### config.mk
export PLATFORM = sky130hd
export DESIGN_NAME = vga_sink_monitor_flat
export DESIGN_NICKNAME = d
export VERILOG_FILES = /design/src/rtl/vga_sink_monitor_if.sv /design/src/rtl/vga_sink_monitor.sv /design/src/flat_wrapper.sv
export SDC_FILE = /design/constraint.sdc
export NUM_CORES = 1
export LEC_CHECK = 0
export CORE_ASPECT_RATIO = 2
export CORE_MARGIN = 8
export CORE_UTILIZATION = 40
export DETAILED_ROUTE_END_ITERATION = 6
export PLACE_DENSITY = 0.73
export SYNTH_ARGS = -nofsm -noshare
export SYNTH_HDL_FRONTEND = slang
export SYNTH_SLANG_ARGS = --single-unit
### constraint.sdc
create_clock -name sys_clock -period 6.35 [get_ports sys_clock]
set_input_delay 1.27 -clock sys_clock [delete_from_list [all_inputs] [get_ports sys_clock]]
set_output_delay 1.27 -clock sys_clock [all_outputs]
set_load 0.005 [all_outputs]
### src/rtl/vga_sink_monitor_if.sv
// VGA video bus as produced by the sync generator:
// sync pulses, blanking flag and 8-bit colour.
interface vga_sink_monitor_if;
    logic       hsync;
    logic       vsync;
    logic       video_on;
    logic [7:0] red;
    logic [7:0] green;
    logic [7:0] blue;

    modport master (output hsync, vsync, video_on, red, green, blue);
    modport slave  (input  hsync, vsync, video_on, red, green, blue);
endinterface

### src/rtl/vga_sink_monitor.sv
// Passive VGA receiver: recovers pixel coordinates, checks line/frame
// timing, accumulates a per-frame checksum and reports lock status.
module vga_sink_monitor #(
    parameter int H_ACTIVE  = 1024,
    parameter int V_ACTIVE  = 768,
    parameter int H_TOTAL   = 1328,
    parameter int V_TOTAL   = 806,
    parameter bit HS_ACTIVE = 1'b0,
    parameter bit VS_ACTIVE = 1'b0
) (
    input  logic              sys_clock,
    input  logic              rst,
    vga_sink_monitor_if.slave vga,
    output logic              rx_valid,
    output logic [10:0]       rx_x,
    output logic [10:0]       rx_y,
    output logic [7:0]        rx_r,
    output logic [7:0]        rx_g,
    output logic [7:0]        rx_b,
    output logic              frame_done,
    output logic [15:0]       frame_checksum,
    output logic [10:0]       active_lines,
    output logic [15:0]       frame_count,
    output logic              locked,
    output logic              err_hlen,
    output logic              err_vlen,
    output logic              err_active
);
    localparam logic [15:0] H_TOT = 16'(H_TOTAL);
    localparam logic [15:0] V_TOT = 16'(V_TOTAL);
    localparam logic [15:0] H_ACT = 16'(H_ACTIVE);
    localparam logic [10:0] V_ACT = 11'(V_ACTIVE);

    typedef enum logic [1:0] {
        SEARCH,
        MEASURE,
        LOCKED
    } state_t;

    state_t      state;
    state_t      state_nxt;
    logic [1:0]  good;
    logic [1:0]  good_nxt;

    logic        hs_prev;
    logic        vs_prev;
    logic        vo_prev;
    logic [15:0] h_cnt;
    logic        h_seen;
    logic [15:0] v_cnt;
    logic [15:0] w_cnt;
    logic [10:0] y_cnt;
    logic [15:0] sum_acc;

    logic        hs_now;
    logic        vs_now;
    logic        hs_edge;
    logic        vs_edge;
    logic        vo_fall;
    logic        checking;
    logic [15:0] pix_sum;
    logic [15:0] sum_nxt;
    logic [10:0] lines_nxt;
    logic [15:0] v_nxt;
    logic [10:0] x_cur;
    logic        hlen_bad;
    logic        vlen_bad;
    logic        wid_bad;
    logic        cnt_bad;
    logic        any_bad;

    assign hs_now   = (vga.hsync == HS_ACTIVE);
    assign vs_now   = (vga.vsync == VS_ACTIVE);
    assign hs_edge  = hs_now & ~hs_prev;
    assign vs_edge  = vs_now & ~vs_prev;
    assign vo_fall  = ~vga.video_on & vo_prev;
    assign checking = (state != SEARCH);

    assign pix_sum = 16'(vga.red) + 16'(vga.green) + 16'(vga.blue);
    assign sum_nxt = sum_acc + (vga.video_on ? pix_sum : 16'd0);

    assign lines_nxt = (vo_fall && y_cnt != 11'h7ff) ? y_cnt + 11'd1 : y_cnt;

    // An hsync edge coinciding with vsync belongs to the ending frame.
    assign v_nxt = (hs_edge && v_cnt != 16'hffff) ? v_cnt + 16'd1 : v_cnt;

    assign x_cur = !vo_prev ? 11'd0 :
                   (w_cnt > 16'd2047) ? 11'h7ff : w_cnt[10:0];

    assign hlen_bad = checking & hs_edge & h_seen & (h_cnt != H_TOT);
    assign vlen_bad = checking & vs_edge & (v_nxt != V_TOT);
    assign wid_bad  = checking & vo_fall & (w_cnt != H_ACT);
    assign cnt_bad  = checking & vs_edge & (lines_nxt != V_ACT);
    assign any_bad  = hlen_bad | vlen_bad | wid_bad | cnt_bad;

    always_ff @(posedge sys_clock) begin
        if (rst) begin
            state  <= SEARCH;
            good   <= 2'd0;
            locked <= 1'b0;
        end else begin
            state  <= state_nxt;
            good   <= good_nxt;
            locked <= (state_nxt == LOCKED);
        end
    end

    always_comb begin
        state_nxt = state;
        good_nxt  = good;
        if (any_bad) begin
            state_nxt = SEARCH;
            good_nxt  = 2'd0;
        end else if (vs_edge) begin
            unique case (state)
                SEARCH: state_nxt = MEASURE;
                MEASURE: begin
                    good_nxt = (good == 2'd3) ? good : good + 2'd1;
                    if (good_nxt >= 2'd2)
                        state_nxt = LOCKED;
                end
                default: state_nxt = state;
            endcase
        end
    end

    // Sync history resets to "asserted" so a pulse already in
    // progress at reset release is not taken as a leading edge.
    always_ff @(posedge sys_clock) begin
        if (rst) begin
            hs_prev        <= 1'b1;
            vs_prev        <= 1'b1;
            vo_prev        <= 1'b0;
            h_cnt          <= 16'd0;
            h_seen         <= 1'b0;
            v_cnt          <= 16'd0;
            w_cnt          <= 16'd0;
            y_cnt          <= 11'd0;
            sum_acc        <= 16'd0;
            rx_valid       <= 1'b0;
            rx_x           <= 11'd0;
            rx_y           <= 11'd0;
            rx_r           <= 8'd0;
            rx_g           <= 8'd0;
            rx_b           <= 8'd0;
            frame_done     <= 1'b0;
            frame_checksum <= 16'd0;
            active_lines   <= 11'd0;
            frame_count    <= 16'd0;
            err_hlen       <= 1'b0;
            err_vlen       <= 1'b0;
            err_active     <= 1'b0;
        end else begin
            hs_prev <= hs_now;
            vs_prev <= vs_now;
            vo_prev <= vga.video_on;

            if (hs_edge)
                h_cnt <= 16'd1;
            else if (h_cnt != 16'hffff)
                h_cnt <= h_cnt + 16'd1;
            h_seen <= h_seen | hs_edge;

            if (vga.video_on) begin
                if (!vo_prev)
                    w_cnt <= 16'd1;
                else if (w_cnt != 16'hffff)
                    w_cnt <= w_cnt + 16'd1;
            end

            v_cnt   <= vs_edge ? 16'd0 : v_nxt;
            y_cnt   <= vs_edge ? 11'd0 : lines_nxt;
            sum_acc <= vs_edge ? 16'd0 : sum_nxt;

            rx_valid <= vga.video_on;
            rx_x     <= x_cur;
            rx_y     <= y_cnt;
            rx_r     <= vga.red;
            rx_g     <= vga.green;
            rx_b     <= vga.blue;

            frame_done <= vs_edge;
            if (vs_edge) begin
                frame_checksum <= sum_nxt;
                active_lines   <= lines_nxt;
                frame_count    <= frame_count + 16'd1;
            end

            err_hlen   <= err_hlen | hlen_bad;
            err_vlen   <= err_vlen | vlen_bad;
            err_active <= err_active | wid_bad | cnt_bad;
        end
    end
endmodule

### src/flat_wrapper.sv
// flat-port wrapper written by rule: the top's interface ports become plain ports
module vga_sink_monitor_flat 
#(
    parameter int H_ACTIVE  = 1024,
    parameter int V_ACTIVE  = 768,
    parameter int H_TOTAL   = 1328,
    parameter int V_TOTAL   = 806,
    parameter bit HS_ACTIVE = 1'b0,
    parameter bit VS_ACTIVE = 1'b0
)
  (sys_clock, rst, rx_valid, rx_x, rx_y, rx_r, rx_g, rx_b, frame_done, frame_checksum, active_lines, frame_count, locked, err_hlen, err_vlen, err_active, vga_hsync, vga_vsync, vga_video_on, vga_red, vga_green, vga_blue);
  vga_sink_monitor_if vga_i ();
  input  logic sys_clock;
  input  logic rst;
  output logic rx_valid;
  output logic [10:0] rx_x;
  output logic [10:0] rx_y;
  output logic [7:0] rx_r;
  output logic [7:0] rx_g;
  output logic [7:0] rx_b;
  output logic frame_done;
  output logic [15:0] frame_checksum;
  output logic [10:0] active_lines;
  output logic [15:0] frame_count;
  output logic locked;
  output logic err_hlen;
  output logic err_vlen;
  output logic err_active;
  input wire logic [$bits(vga_i.hsync)-1:0] vga_hsync;
  input wire logic [$bits(vga_i.vsync)-1:0] vga_vsync;
  input wire logic [$bits(vga_i.video_on)-1:0] vga_video_on;
  input wire logic [$bits(vga_i.red)-1:0] vga_red;
  input wire logic [$bits(vga_i.green)-1:0] vga_green;
  input wire logic [$bits(vga_i.blue)-1:0] vga_blue;
  assign vga_i.hsync = vga_hsync;
  assign vga_i.vsync = vga_vsync;
  assign vga_i.video_on = vga_video_on;
  assign vga_i.red = vga_red;
  assign vga_i.green = vga_green;
  assign vga_i.blue = vga_blue;
  vga_sink_monitor #(.H_ACTIVE(H_ACTIVE), .V_ACTIVE(V_ACTIVE), .H_TOTAL(H_TOTAL), .V_TOTAL(V_TOTAL), .HS_ACTIVE(HS_ACTIVE), .VS_ACTIVE(VS_ACTIVE)) u_core (.sys_clock(sys_clock), .rst(rst), .vga(vga_i), .rx_valid(rx_valid), .rx_x(rx_x), .rx_y(rx_y), .rx_r(rx_r), .rx_g(rx_g), .rx_b(rx_b), .frame_done(frame_done), .frame_checksum(frame_checksum), .active_lines(active_lines), .frame_count(frame_count), .locked(locked), .err_hlen(err_hlen), .err_vlen(err_vlen), .err_active(err_active));
endmodule
======== Word level (Yosys, flattened, before mapping) ========
Cells that the tools add are included.
operators by class
  $add $sub $neg .......................... 9
  multiply operators ...................... 0
  div/mod/pow operators ................... 0
  order comparisons ....................... 2
  eq/ne operators ......................... 12
  shifts and indexed selects .............. 0
  muxes and demuxes ....................... 13
  bitwise operators ....................... 25
  reduce and logical (&&, ||, !) cells .... 11
operators by type and width
  kind                   count
  $add 16x1->16 const B  4
  $mux 16                4
  $ne 16x16->1 const B   3
  $ne 16x11->1 const B   2
  $mux 11                2
  $add 16x16->16         1
  $add 16x8->16          1
  $gt 16x11->1 const B   1
  $ne 16x10->1 const B   1
  $add 11x1->11 const B  1
  $and 1x1->1            11
  $ne 11x10->1 const B   1
  $ne 11x11->1 const B   1
  $add 8x8->9            1
  $mux 2                 4
  $or 1x1->1             8
  $reduce_or 2->1        4
  $not 1->1              6
  $eq 2x2->1 const B     2
  $pmux 2 s2             1
  $reduce_and 2->1       2
  $reduce_bool 2->1      2
  $add 2x1->2 const B    1
  $eq 2x1->1 const B     1
  other kinds (5)        7
word-level totals
  register bits ........................... 177
  bits in latches ......................... 0
  bits in writable memories ............... 0
  memory bits (read-only) ................. 0
  output and inout bits ................... 95
  memories kept ........................... 0

======== Longest topological paths before layout ========
Gate-level depths: netlist of run 1.
  depth after elaboration ................. 11
  mapped depth ............................ 22
  depth with buffers taken out ............ 22

======== Worst setup path after synthesis of run 1 ========
Ideal clock, no wire load.
  path kind ............................... input -> register
  from .................................... in vga_green[0]
  to ...................................... reg u_core.frame_checksum[14]
  setup time .............................. 0.129 ns
  arrival time ............................ 4.749 ns
  path slack .............................. 1.472 ns
  stages .................................. 21
  buffers on the path ..................... 0
  cell sequence ........................... ha_1 inv_1 fa_1 nor2b_1 o21ai_0 a21boi_0 o21ai_0 nand2_1 xor2_1 ha_1 a21oi_1 o21ai_0 a21oi_1 nor2_1 ha_1 and2_1 or2_2 a31oi_1 nand3b_1 xor2_1 o31ai_1
between the ends
  cells in the longest elaborated chain, start to end .. 4
RTL lines
  what                  line                     text
  from (decl)           flat_wrapper.sv:33       input wire logic [$bits(vga_i.green)-1:0] vga_green;
  $add 8x8->9           vga_sink_monitor.sv:79   assign pix_sum = 16'(vga.red) + 16'(vga.green) + 16'(vga.blue);
  $add 16x8->16         vga_sink_monitor.sv:79
  $mux 16               vga_sink_monitor.sv:80   assign sum_nxt = sum_acc + (vga.video_on ? pix_sum : 16'd0);
  $add 16x16->16        vga_sink_monitor.sv:80
  to (signal assigned)  vga_sink_monitor.sv:184  frame_checksum <= sum_nxt;
  to (decl)             vga_sink_monitor.sv:21   output logic [15:0] frame_checksum,
Every way passes these cells.
A chain may end at the register's enable or synchronous reset.

======== Worst setup path after layout of run 1 ========
  from .................................... in vga_red[0]
  to ...................................... reg u_core.frame_checksum[12]
between the ends
  cells in the longest elaborated chain, start to end .. 4
RTL lines
  what            line                    text
  from (decl)     flat_wrapper.sv:32      input wire logic [$bits(vga_i.red)-1:0] vga_red;
  $add 8x8->9     vga_sink_monitor.sv:79
  $add 16x8->16   vga_sink_monitor.sv:79
  $mux 16         vga_sink_monitor.sv:80
  $add 16x16->16  vga_sink_monitor.sv:80
Every way passes these cells.

==> results.py, run 1 <==
metrics = {
    "detailed_routing": {
        "antenna_left": 0,
        "dr_vias": 6795,
        "routed_wirelength_mm": 21.0,
        "dr.first_iter.drc_count": 248,
        "detail_route.wl_per_cell_um": 16.1,
        "drt-vias-per-instance": 5.21,
        "detailedRoute.firstPassIterationCount": 6,
        "remaining_drc_errors": 0,
    },
    "floorplanning": {
        "die_area_mm2": 0.0253,
        "placement_rows": 73,
        "top_level_ports": 124,
        "fp.dieH_um": 217,
        "initial_utilization": 0.408,
        "coreArea_mm2": 0.0198,
        "die_width_um": 117,
    },
    "power": {
        "finalPower_mw": 2.62,
        "power.share.sequential": 0.450,
        "switchingPower_uw": 747,
        "share_of_total_power_in_combinational_logic": 0.155,
        "swShare": 0.285,
        "power.ir.vdd_worst_mv": 0.186,
        "power.density_mw_per_mm2": 259,
        "leakage_power_nw": 3.72,
        "clock_share_of_power": 0.396,
        "power_report.internal_total_mw": 1.87,
    },
    "final_layout": {
        "antenna_cells_inserted": 0,
        "fin_nets": 1094,
        "finalInstanceArea_mm2": 0.0101,
        "number_of_fillers_in_the_final_layout": 1858,
        "final_core_utilization": 0.510,
        "syn_to_layout_area_delta_pct": 25.0,
        "fin_cells": 1304,
        "drive_gt1_frac": 0.0624,
    },
    "placed_design": {
        "hpwl_reported_at_the_end_of_detailed_placement_mm": 16.0,
        "globalplace.congestion": 0.866,
        "place.port_buffers": 123,
        "dp_cells": 1272,
        "post_dp_cell_area_mm2": 0.00953,
        "pre_cts_ws_ns": 0.527,
    },
    "min_path": {
        "min-delay-path-class": "reg2reg",
    },
    "global_routing": {
        "vias_in_the_first_global_route": 6760,
        "globalRouteTotalUtil": 0.172,
        "global_route.usage.met1": 0.160,
        "maximum_number_of_pins_on_one_net_before_global_route_repair": 40,
        "gr-usage-met3": 0.0438,
        "grt_overflow": 0,
        "grt_busiest_layer": "met2",
        "global_route.usage.met2": 0.325,
        "grt_antenna_before_repair": 0,
        "global_route_wire_length_before_repair_mm": 33.7,
    },
    "synth": {
        "synth.cell_area_mm2": 0.00809,
        "synth_enable_flop_cells": 0,
        "part_of_the_yosys_area_used_for_sequential_elements": 0.438,
        "syn_nets": 985,
        "ys_async_sr_fraction": 0,
        "synth.area.top_cells": "dfxtp_1 44%, nor2_1 6.9%, ha_1 5.1%, xor2_1 4.3%, xnor2_1 3.9%",
        "synth_commonest_cells": "177 x dfxtp_1, 148 x nor2_1, 61 x nand2_1",
        "gate_count_post_synth": 920,
        "main_synth_ff_type": "dfxtp_1",
        "cell_taking_the_most_area_after_synthesis": "dfxtp_1",
        "post_synth_num_cell_types": 65,
        "yosysWarningCount": 0,
        "synthMostInstantiatedCell": "dfxtp_1",
        "postSynthRegisterBits": 177,
        "yosys.area.top_type_share": 0.438,
        "synth_area_per_inst_um2": 8.79,
    },
    "critical_path": {
        "timing.critical_path.max_delay_family": "compound AO/OA/AOI/OAI gates",
        "worst_setup_path_end_kind": "flip-flop",
        "worst-endpoint-required_ns": 6.71,
        "cp_bufs_invs": 2,
        "crit_path_cell_trace": "clkdlybuf4s50_1 > ha_1 > inv_1 > fa_1 > nor2b_1 > o21ai_0 > a21boi_0 > o21ai_0 > nand2_1 > xor2_1 > ha_1 > a21oi_1 > o21ai_0 > a21oi_1 > nor2_1 > ha_1 > and2_1 > or2_2 > a31oi_1 > nor2_1 > xnor2_1 > a211oi_1",
        "slowest_stage": "clkdlybuf4s50_1",
        "critPathLaunchType": "primary input",
        "critical_path.max_fanout": 7,
        "startpoint_to_endpoint_class_of_the_critical_path": "in2reg",
        "critPathMaxStageDelay_ns": 0.48,
        "worst-endpoint-arrival_ns": 5.77,
    },
    "sta": {
        "finalCriticalPeriod_ns": 5.41,
        "setup_violations": 0,
        "final_min_period_over_clock_period": 0.853,
        "max_slew_margin": 0.468,
        "clock.fmax_mhz": 185,
        "final_critical_path_setup_slack_ns": 0.937,
        "fin_hold_ws_ns": 0.454,
        "setup_tns_ns": 0,
        "final-hold-violation-count": 0,
        "grt_setup_unrepaired": "false",
        "tightestPinTransition_ns": 0.798,
        "fin_worst_skew_ns": 0.00906,
        "timing.final.max_slew_violations": 0,
    },
    "clocking": {
        "cts_htree_levels": 4,
        "ctsResizeCount": 0,
        "clock_pin_slew_on_the_worst_setup_and_hold_paths_ns": 0.07,
        "tritoncts": "built",
        "clock_sinks": 177,
        "cts_hold_repair.buffers": 0,
        "number_of_buffers_created_by_cts": 17,
        "post-cts-setup-buffer-count": 0,
        "clock_insertion_delay_worst_skew_ns": 0.44,
        "clockBufferDepth": 2,
        "cts_root_buffer": "clkbuf_16",
    },
    "run": {
        "drv_cap": 0,
    },
    "status": {
        "result_of_the_run": "finished clean",
    },
}
==> power groups by stage <==
stage                     sequential (mW)  clock (mW)  combinational [mW]
final                                1.18        1.04               0.405
after global routing                 1.18        1.10               0.454
after CTS                            1.18        1.06               0.410
after detailed placement             1.20           0               0.407
after global placement               1.20           0               0.399
after floorplan                      1.20           0               0.273
==> cell type report <==
| cell class | instances | area (um2) | share of cell area |
|---|---|---|---|
| inverters | 27 | 101 | 0.0100 |
| clock buffers | 18 | 439 | 0.0435 |
| flip-flops and latches | 177 | 3540 | 0.351 |
| multi-input cells | 679 | 4300 | 0.425 |
| well taps | 262 | 328 | 0.0324 |
| repair buffers | 127 | 1260 | 0.124 |
| clock inverters | 14 | 139 | 0.0137 |
==> logic make-up (layout without fill, tap and decap cells) <==
group           after synthesis  after routing  share of synthesized area
compound gates              155            155                      0.125
xor+xnor                     77             77                     0.0843
fa+ha+maj                    36             36                     0.0585
buf+inv                      64            186                     0.0308
flops                       177            177                      0.438
mux                           5              5                    0.00634
simple gates                406            406                      0.256
==> state kept, by name, indices dropped and copies added (netlist names), 16 cells and up <==
register and count:
u_core.v_cnt 16, u_core.sum_acc 16, u_core.frame_checksum 16, u_core.h_cnt 16, u_core.w_cnt 16, u_core.frame_count 16
==> worst paths after layout <==
path	to	slack, ns	from	cells past startpoint
worst min register to register	u_core.err_hlen	0.45	u_core.err_hlen	2
worst min-delay path	u_core.err_hlen	0.45	u_core.err_hlen	2
worst max register to register	u_core.err_vlen	3.69	u_core.v_cnt[0]	8
worst max-delay path	u_core.frame_checksum[12]	0.94	vga_red[0]	22
==> worst register-to-register path: stages, from the launching register on <==
cell	delay [ns]
dfxtp_1	0.50
ha_1	0.34
nand3_4	0.13
or4_1	0.69
nand2_1	0.20
a21oi_1	0.10
nor3_2	0.27
a21oi_1	0.13
o21ba_2	0.20
==> layer usage <==
metal  share of wire  vias to the layer above  wire length (um)
met1            0.35                     3202              7390
met3           0.047                       43               985
li1                -                     3390                 -
met5               0                        -                 0
met2            0.56                      160             11800
met4           0.042                        0               877
==> cell usage in the layout, fill, tap and decap left out, drive strengths merged, types with 7 or more instances in the layout <==
cell	count
dfxtp	177
xnor2	36
nor3	22
o21a	14
and4	7
o21ai	28
a21oi	53
and3	14
or3	13
ha	33
a31oi	7
xor2	41
nand4	21
clkdlybuf4s50	122
nor2b	39
and2	12
nand2b	8
nand3	30
clkbuf	18
nor2	148
a211oi	17
or2	8
inv	35
nand2	61
a21o	8
(Power assumes the default switching activity.)
==> inputs of run 2 (changes only) <==
--- a/config.mk
+++ b/config.mk
@@ -8,3 +8,2 @@
 export CORE_ASPECT_RATIO = 2
-export CORE_MARGIN = 8
 export CORE_UTILIZATION = 40
--- a/constraint.sdc
+++ b/constraint.sdc
@@ -3,2 +3,2 @@
 set_output_delay 1.27 -clock sys_clock [all_outputs]
-set_load 0.005 [all_outputs]
+set_load 0.1 [all_outputs]
==> results.py, run 2 (synthesized netlist as in run 1, its figures left out) <==
metrics = {
    "clocking": {
        "tritoncts": "built",
        "ctsResizeCount": 0,
        "number_of_buffers_created_by_cts": 17,
        "post-cts-setup-buffer-count": 0,
        "clock_pin_slew_on_the_worst_setup_and_hold_paths_ns": 0.07,
        "clock_insertion_delay_worst_skew_ns": 0.44,
        "clockBufferDepth": 2,
        "cts_hold_repair.buffers": 0,
        "cts_htree_levels": 4,
        "clock_sinks": 177,
        "cts_root_buffer": "clkbuf_16",
    },
    "detailed_routing": {
        "dr_vias": 6781,
        "antenna_left": 0,
        "detail_route.wl_per_cell_um": 15.5,
        "drt-vias-per-instance": 5.20,
        "remaining_drc_errors": 0,
        "detailedRoute.firstPassIterationCount": 4,
        "dr.first_iter.drc_count": 234,
        "routed_wirelength_mm": 20.2,
    },
    "final_layout": {
        "finalInstanceArea_mm2": 0.0101,
        "fin_nets": 1094,
        "antenna_cells_inserted": 0,
        "syn_to_layout_area_delta_pct": 24.9,
        "ff_latch_area_mm2": 0.00354,
        "area_of_combinational_cells_with_multiple_inputs_mm2": 0.00430,
        "most_common_cell_after_layout_fill_and_taps_aside": "dfxtp_1",
        "drive_gt1_frac": 0.0614,
        "most_used_cells_in_the_layout_excluding_fill_and_tap_cells": "177 x dfxtp_1, 147 x nor2_1, 122 x clkdlybuf4s50_1",
        "number_of_fillers_in_the_final_layout": 1903,
    },
    "placed_design": {
        "hpwl_reported_at_the_end_of_detailed_placement_mm": 15.3,
        "globalplace.congestion": 0.839,
        "pre_cts_ws_ns": 0.487,
        "post_dp_cell_area_mm2": 0.00953,
        "place.port_buffers": 123,
    },
    "sta": {
        "setup_tns_ns": 0,
        "fin_worst_skew_ns": 0.00835,
        "finalCriticalPeriod_ns": 5.43,
        "tightestPinTransition_ns": 1.11,
        "timing.final.max_slew_violations": 0,
        "setup_violations": 0,
        "final-hold-violation-count": 0,
        "final_min_period_over_clock_period": 0.856,
        "clock.fmax_mhz": 184,
        "max_slew_margin": 0.256,
        "final_critical_path_setup_slack_ns": 0.916,
        "fin_hold_ws_ns": 0.455,
        "grt_setup_unrepaired": "false",
    },
    "floorplanning": {
        "fp.dieH_um": 203,
        "placement_rows": 73,
        "coreArea_mm2": 0.0198,
        "die_area_mm2": 0.0208,
        "die_width_um": 103,
        "top_level_ports": 124,
        "initial_utilization": 0.408,
    },
    "min_path": {
        "min-delay-path-class": "reg2reg",
    },
    "global_routing": {
        "global_route_wire_length_before_repair_mm": 32.3,
        "maximum_number_of_pins_on_one_net_before_global_route_repair": 51,
        "globalRouteTotalUtil": 0.203,
        "grt_antenna_before_repair": 0,
        "grt_overflow": 0,
        "vias_in_the_first_global_route": 6642,
    },
    "run": {
        "drv_cap": 0,
    },
    "critical_path": {
        "slowest_stage": "clkdlybuf4s50_1",
        "critPathLaunchType": "primary input",
        "worst-endpoint-arrival_ns": 5.75,
        "critical_path.max_fanout": 7,
        "critPathMaxStageDelay_ns": 0.48,
        "worst_setup_path_end_kind": "flip-flop",
        "crit_path_cell_trace": "clkdlybuf4s50_1 > ha_1 > inv_1 > fa_1 > nor2b_1 > o21ai_0 > a21boi_0 > o21ai_0 > nand2_1 > xor2_1 > ha_1 > a21oi_1 > o21ai_0 > a21oi_1 > nor2_1 > ha_1 > and2_1 > or2_2 > a31oi_1 > nand3b_1 > xor2_1 > o31ai_1",
        "worst-endpoint-required_ns": 6.66,
        "startpoint_to_endpoint_class_of_the_critical_path": "in2reg",
    },
    "power": {
        "finalPower_mw": 2.75,
        "power.density_mw_per_mm2": 273,
        "leakage_power_nw": 3.72,
        "power.ir.vdd_worst_mv": 0.180,
    },
    "status": {
        "result_of_the_run": "finished clean",
    },
}
## run 2: worst max-delay path: cells and delay by family
| kind | cells | cell delay [ns] |
|---|---|---|
| buffers and inverters | 2 | 0.55 |
| XOR/XNOR | 2 | 0.37 |
| adder cells (fa/ha/maj) | 4 | 1.24 |
| AND/OR/NAND/NOR | 6 | 0.96 |
| AO/OA/AOI/OAI | 8 | 1.37 |
## run 2: through the flow
stage	std cells	utilization
4_1_cts	1304	0.510
3_5_place_dp	1272	0.481
6_report	1304	0.510
2_1_floorplan	920	-
3_3_place_gp	1272	0.481
5_1_grt	1304	0.510
## run 2: power breakdown
group	total [mW]	switching, mW	internal (mW)
logic	0.543	0.358	0.185
clock network	1.03	0.481	0.551
registers	1.18	0.0244	1.15
total	2.75	0.863	1.89
## run 2: final cells by class
class                           instances  share of cell area
Multi-Input combinational cell        679               0.425
Clock inverter                         15              0.0146
Inverter                               27              0.0100
Tap cell                              262              0.0325
Clock buffer                           17              0.0421
Sequential cell                       177               0.351
Timing Repair Buffer                  127               0.124
## run 2: worst paths after layout
| path | start | to | slack, ns | cells past startpoint |
|---|---|---|---|---|
| setup / recovery | vga_green[0] | u_core.frame_checksum[14] | 0.92 | 22 |
| hold / removal | u_core.frame_checksum[0] | u_core.frame_checksum[0] | 0.45 | 2 |
| setup reg to reg | u_core.v_cnt[0] | u_core.err_vlen | 3.61 | 8 |
| hold reg to reg | u_core.frame_checksum[0] | u_core.frame_checksum[0] | 0.45 | 2 |
## run 2: per-layer routing
metal	vias to the layer above	track usage	routed length (um)
met5	-	0	0
met4	0	0.113	782
met3	54	0.0403	615
met2	134	0.384	11400
met1	3218	0.195	7370
li1	3375	-	-
==> inputs of run 3 (changes only) <==
PLACE_DENSITY = 0.62   (was 0.73)
==> results.py, run 3 (synthesized netlist as in run 1, its figures left out) <==
metrics = {
    "floorplanning": {
        "initial_utilization": 0.408,
        "placement_rows": 73,
        "coreArea_mm2": 0.0198,
        "die_area_mm2": 0.0208,
        "top_level_ports": 124,
        "die_width_um": 103,
        "fp.dieH_um": 203,
    },
    "placed_design": {
        "hpwl_reported_at_the_end_of_detailed_placement_mm": 15.5,
        "globalplace.congestion": 0.832,
        "post_dp_cell_area_mm2": 0.00952,
        "place.port_buffers": 123,
        "pre_cts_ws_ns": 0.478,
    },
    "final_layout": {
        "syn_to_layout_area_delta_pct": 24.3,
        "final_core_utilization": 0.507,
        "most_common_cell_after_layout_fill_and_taps_aside": "dfxtp_1",
        "finalInstanceArea_mm2": 0.0101,
        "most_used_cells_in_the_layout_excluding_fill_and_tap_cells": "177 x dfxtp_1, 147 x nor2_1, 122 x clkdlybuf4s50_1",
        "drive_gt1_frac": 0.0577,
        "antenna_cells_inserted": 0,
        "fin_nets": 1093,
        "number_of_fillers_in_the_final_layout": 1903,
    },
    "critical_path": {
        "critical_path.max_fanout": 7,
        "worst-endpoint-arrival_ns": 5.70,
        "r2r_slack_ns": 3.60,
        "crit_path_cell_trace": "clkdlybuf4s50_1 > ha_1 > inv_1 > fa_1 > nor2b_1 > o21ai_0 > a21boi_0 > o21ai_0 > nand2_1 > xor2_1 > ha_1 > a21oi_1 > o21ai_0 > a21oi_1 > nor2_1 > ha_1 > and2_1 > or2_2 > a31oi_1 > nand3b_1 > xor2_1 > o31ai_1",
        "critPathMaxStageDelay_ns": 0.48,
        "slowest_stage": "clkdlybuf4s50_1",
        "worst-endpoint-required_ns": 6.66,
        "critPathLaunchType": "primary input",
        "startpoint_to_endpoint_class_of_the_critical_path": "in2reg",
        "worst_setup_path_end_kind": "flip-flop",
    },
    "detailed_routing": {
        "remaining_drc_errors": 0,
        "detailedRoute.firstPassIterationCount": 4,
        "drt-vias-per-instance": 5.18,
        "dr_vias": 6743,
        "dr.first_iter.drc_count": 198,
        "detail_route.wl_per_cell_um": 15.9,
        "routed_wirelength_mm": 20.6,
        "antenna_left": 0,
    },
    "power": {
        "switchingPower_uw": 829,
        "power.share.sequential": 0.440,
        "power.density_mw_per_mm2": 267,
        "clock_share_of_power": 0.359,
        "swShare": 0.309,
        "leakage_power_nw": 3.69,
        "share_of_total_power_in_combinational_logic": 0.201,
        "power_report.internal_total_mw": 1.85,
        "power.ir.vdd_worst_mv": 0.220,
    },
    "clocking": {
        "tritoncts": "built",
        "clockBufferDepth": 2,
        "ctsResizeCount": 0,
        "post-cts-setup-buffer-count": 0,
        "number_of_buffers_created_by_cts": 17,
        "clock_pin_slew_on_the_worst_setup_and_hold_paths_ns": 0.07,
        "cts_root_buffer": "clkbuf_16",
        "cts_hold_repair.buffers": 0,
        "clock_sinks": 177,
        "clock_insertion_delay_worst_skew_ns": 0.45,
        "cts_htree_levels": 4,
    },
    "sta": {
        "final_min_period_over_clock_period": 0.848,
        "clock.fmax_mhz": 186,
        "tightestPinTransition_ns": 1.15,
        "finalCriticalPeriod_ns": 5.39,
        "grt_setup_unrepaired": "false",
        "timing.final.max_slew_violations": 0,
        "setup_violations": 0,
        "final_critical_path_setup_slack_ns": 0.963,
        "setup_tns_ns": 0,
        "fin_worst_skew_ns": 0.00892,
        "final-hold-violation-count": 0,
        "max_slew_margin": 0.233,
    },
    "status": {
        "result_of_the_run": "finished clean",
    },
    "global_routing": {
        "grt_overflow": 0,
        "maximum_number_of_pins_on_one_net_before_global_route_repair": 51,
        "globalRouteTotalUtil": 0.213,
        "global_route_wire_length_before_repair_mm": 33.7,
        "grt_antenna_before_repair": 0,
        "vias_in_the_first_global_route": 6779,
    },
    "min_path": {
        "min-delay-path-class": "reg2reg",
    },
    "run": {
        "drv_cap": 0,
    },
}
==> run 3: cell types whose count changed in the layout (fill, tap and decap cells not counted) <==
cell        before  now
clkbuf_1         0    3
clkbuf_8         0    1
buf_4            4    3
clkinvlp_4       3    4
inv_6            6    1
bufinv_16        1    0
nand2b_2         0    1
nand2b_1         8    7
==> run 3: final timing paths <==
check | end | cells past startpoint | start
worst max register to register | u_core.state[0] | 8 | u_core.v_cnt[0]
worst min register to register | u_core.err_hlen | 2 | u_core.err_hlen
worst min-delay path | u_core.err_hlen | 2 | u_core.err_hlen
worst max-delay path | u_core.frame_checksum[14] | 22 | vga_red[0]
==> run 3: layout make-up <==
cell class	count	area, um2	share of cell area
tap	262	328	0.0326
inverter	27	101	0.0101
sequential	177	3540	0.353
clock inverter	10	81.3	0.00809
multi-input combinational	679	4300	0.428
clock buffer	21	450	0.0448
timing repair buffer	126	1250	0.124
==> run 3: metal layers <==
metal / wire length [um] / share of wire / track usage
met3: 725 / 0.035 / 0.0554
met2: 11600 / 0.56 / 0.404
met5: 0 / 0 / 0
met1: 7330 / 0.36 / 0.198
met4: 940 / 0.046 / 0.118
==> run 3: critical path, delay by kind of cell <==
family | cells | cell delay [ns]
fa+ha+maj | 4 | 1.22
compound gates | 8 | 1.35
xor+xnor | 2 | 0.35
simple gates | 6 | 0.95
buf+inv | 2 | 0.54
==> run 3: through the flow <==
stage	hold WS (ns)	std cells	total power, mW
finish	0.456	1302	2.68
global route	0.483	1302	2.81
CTS	0.458	1302	2.72
detailed placement	0.448	1271	1.75
global placement	0.442	1271	1.74
floorplan	0.440	920	1.61
==> run 3: power by group through the flow <==
stage	Sequential (mW)	Combinational, mW	Clock [mW]
floorplan	1.34	0.273	0
global placement	1.21	0.537	0
detailed placement	1.21	0.541	0
CTS	1.18	0.543	0.996
global route	1.19	0.587	1.04
finish	1.18	0.539	0.962
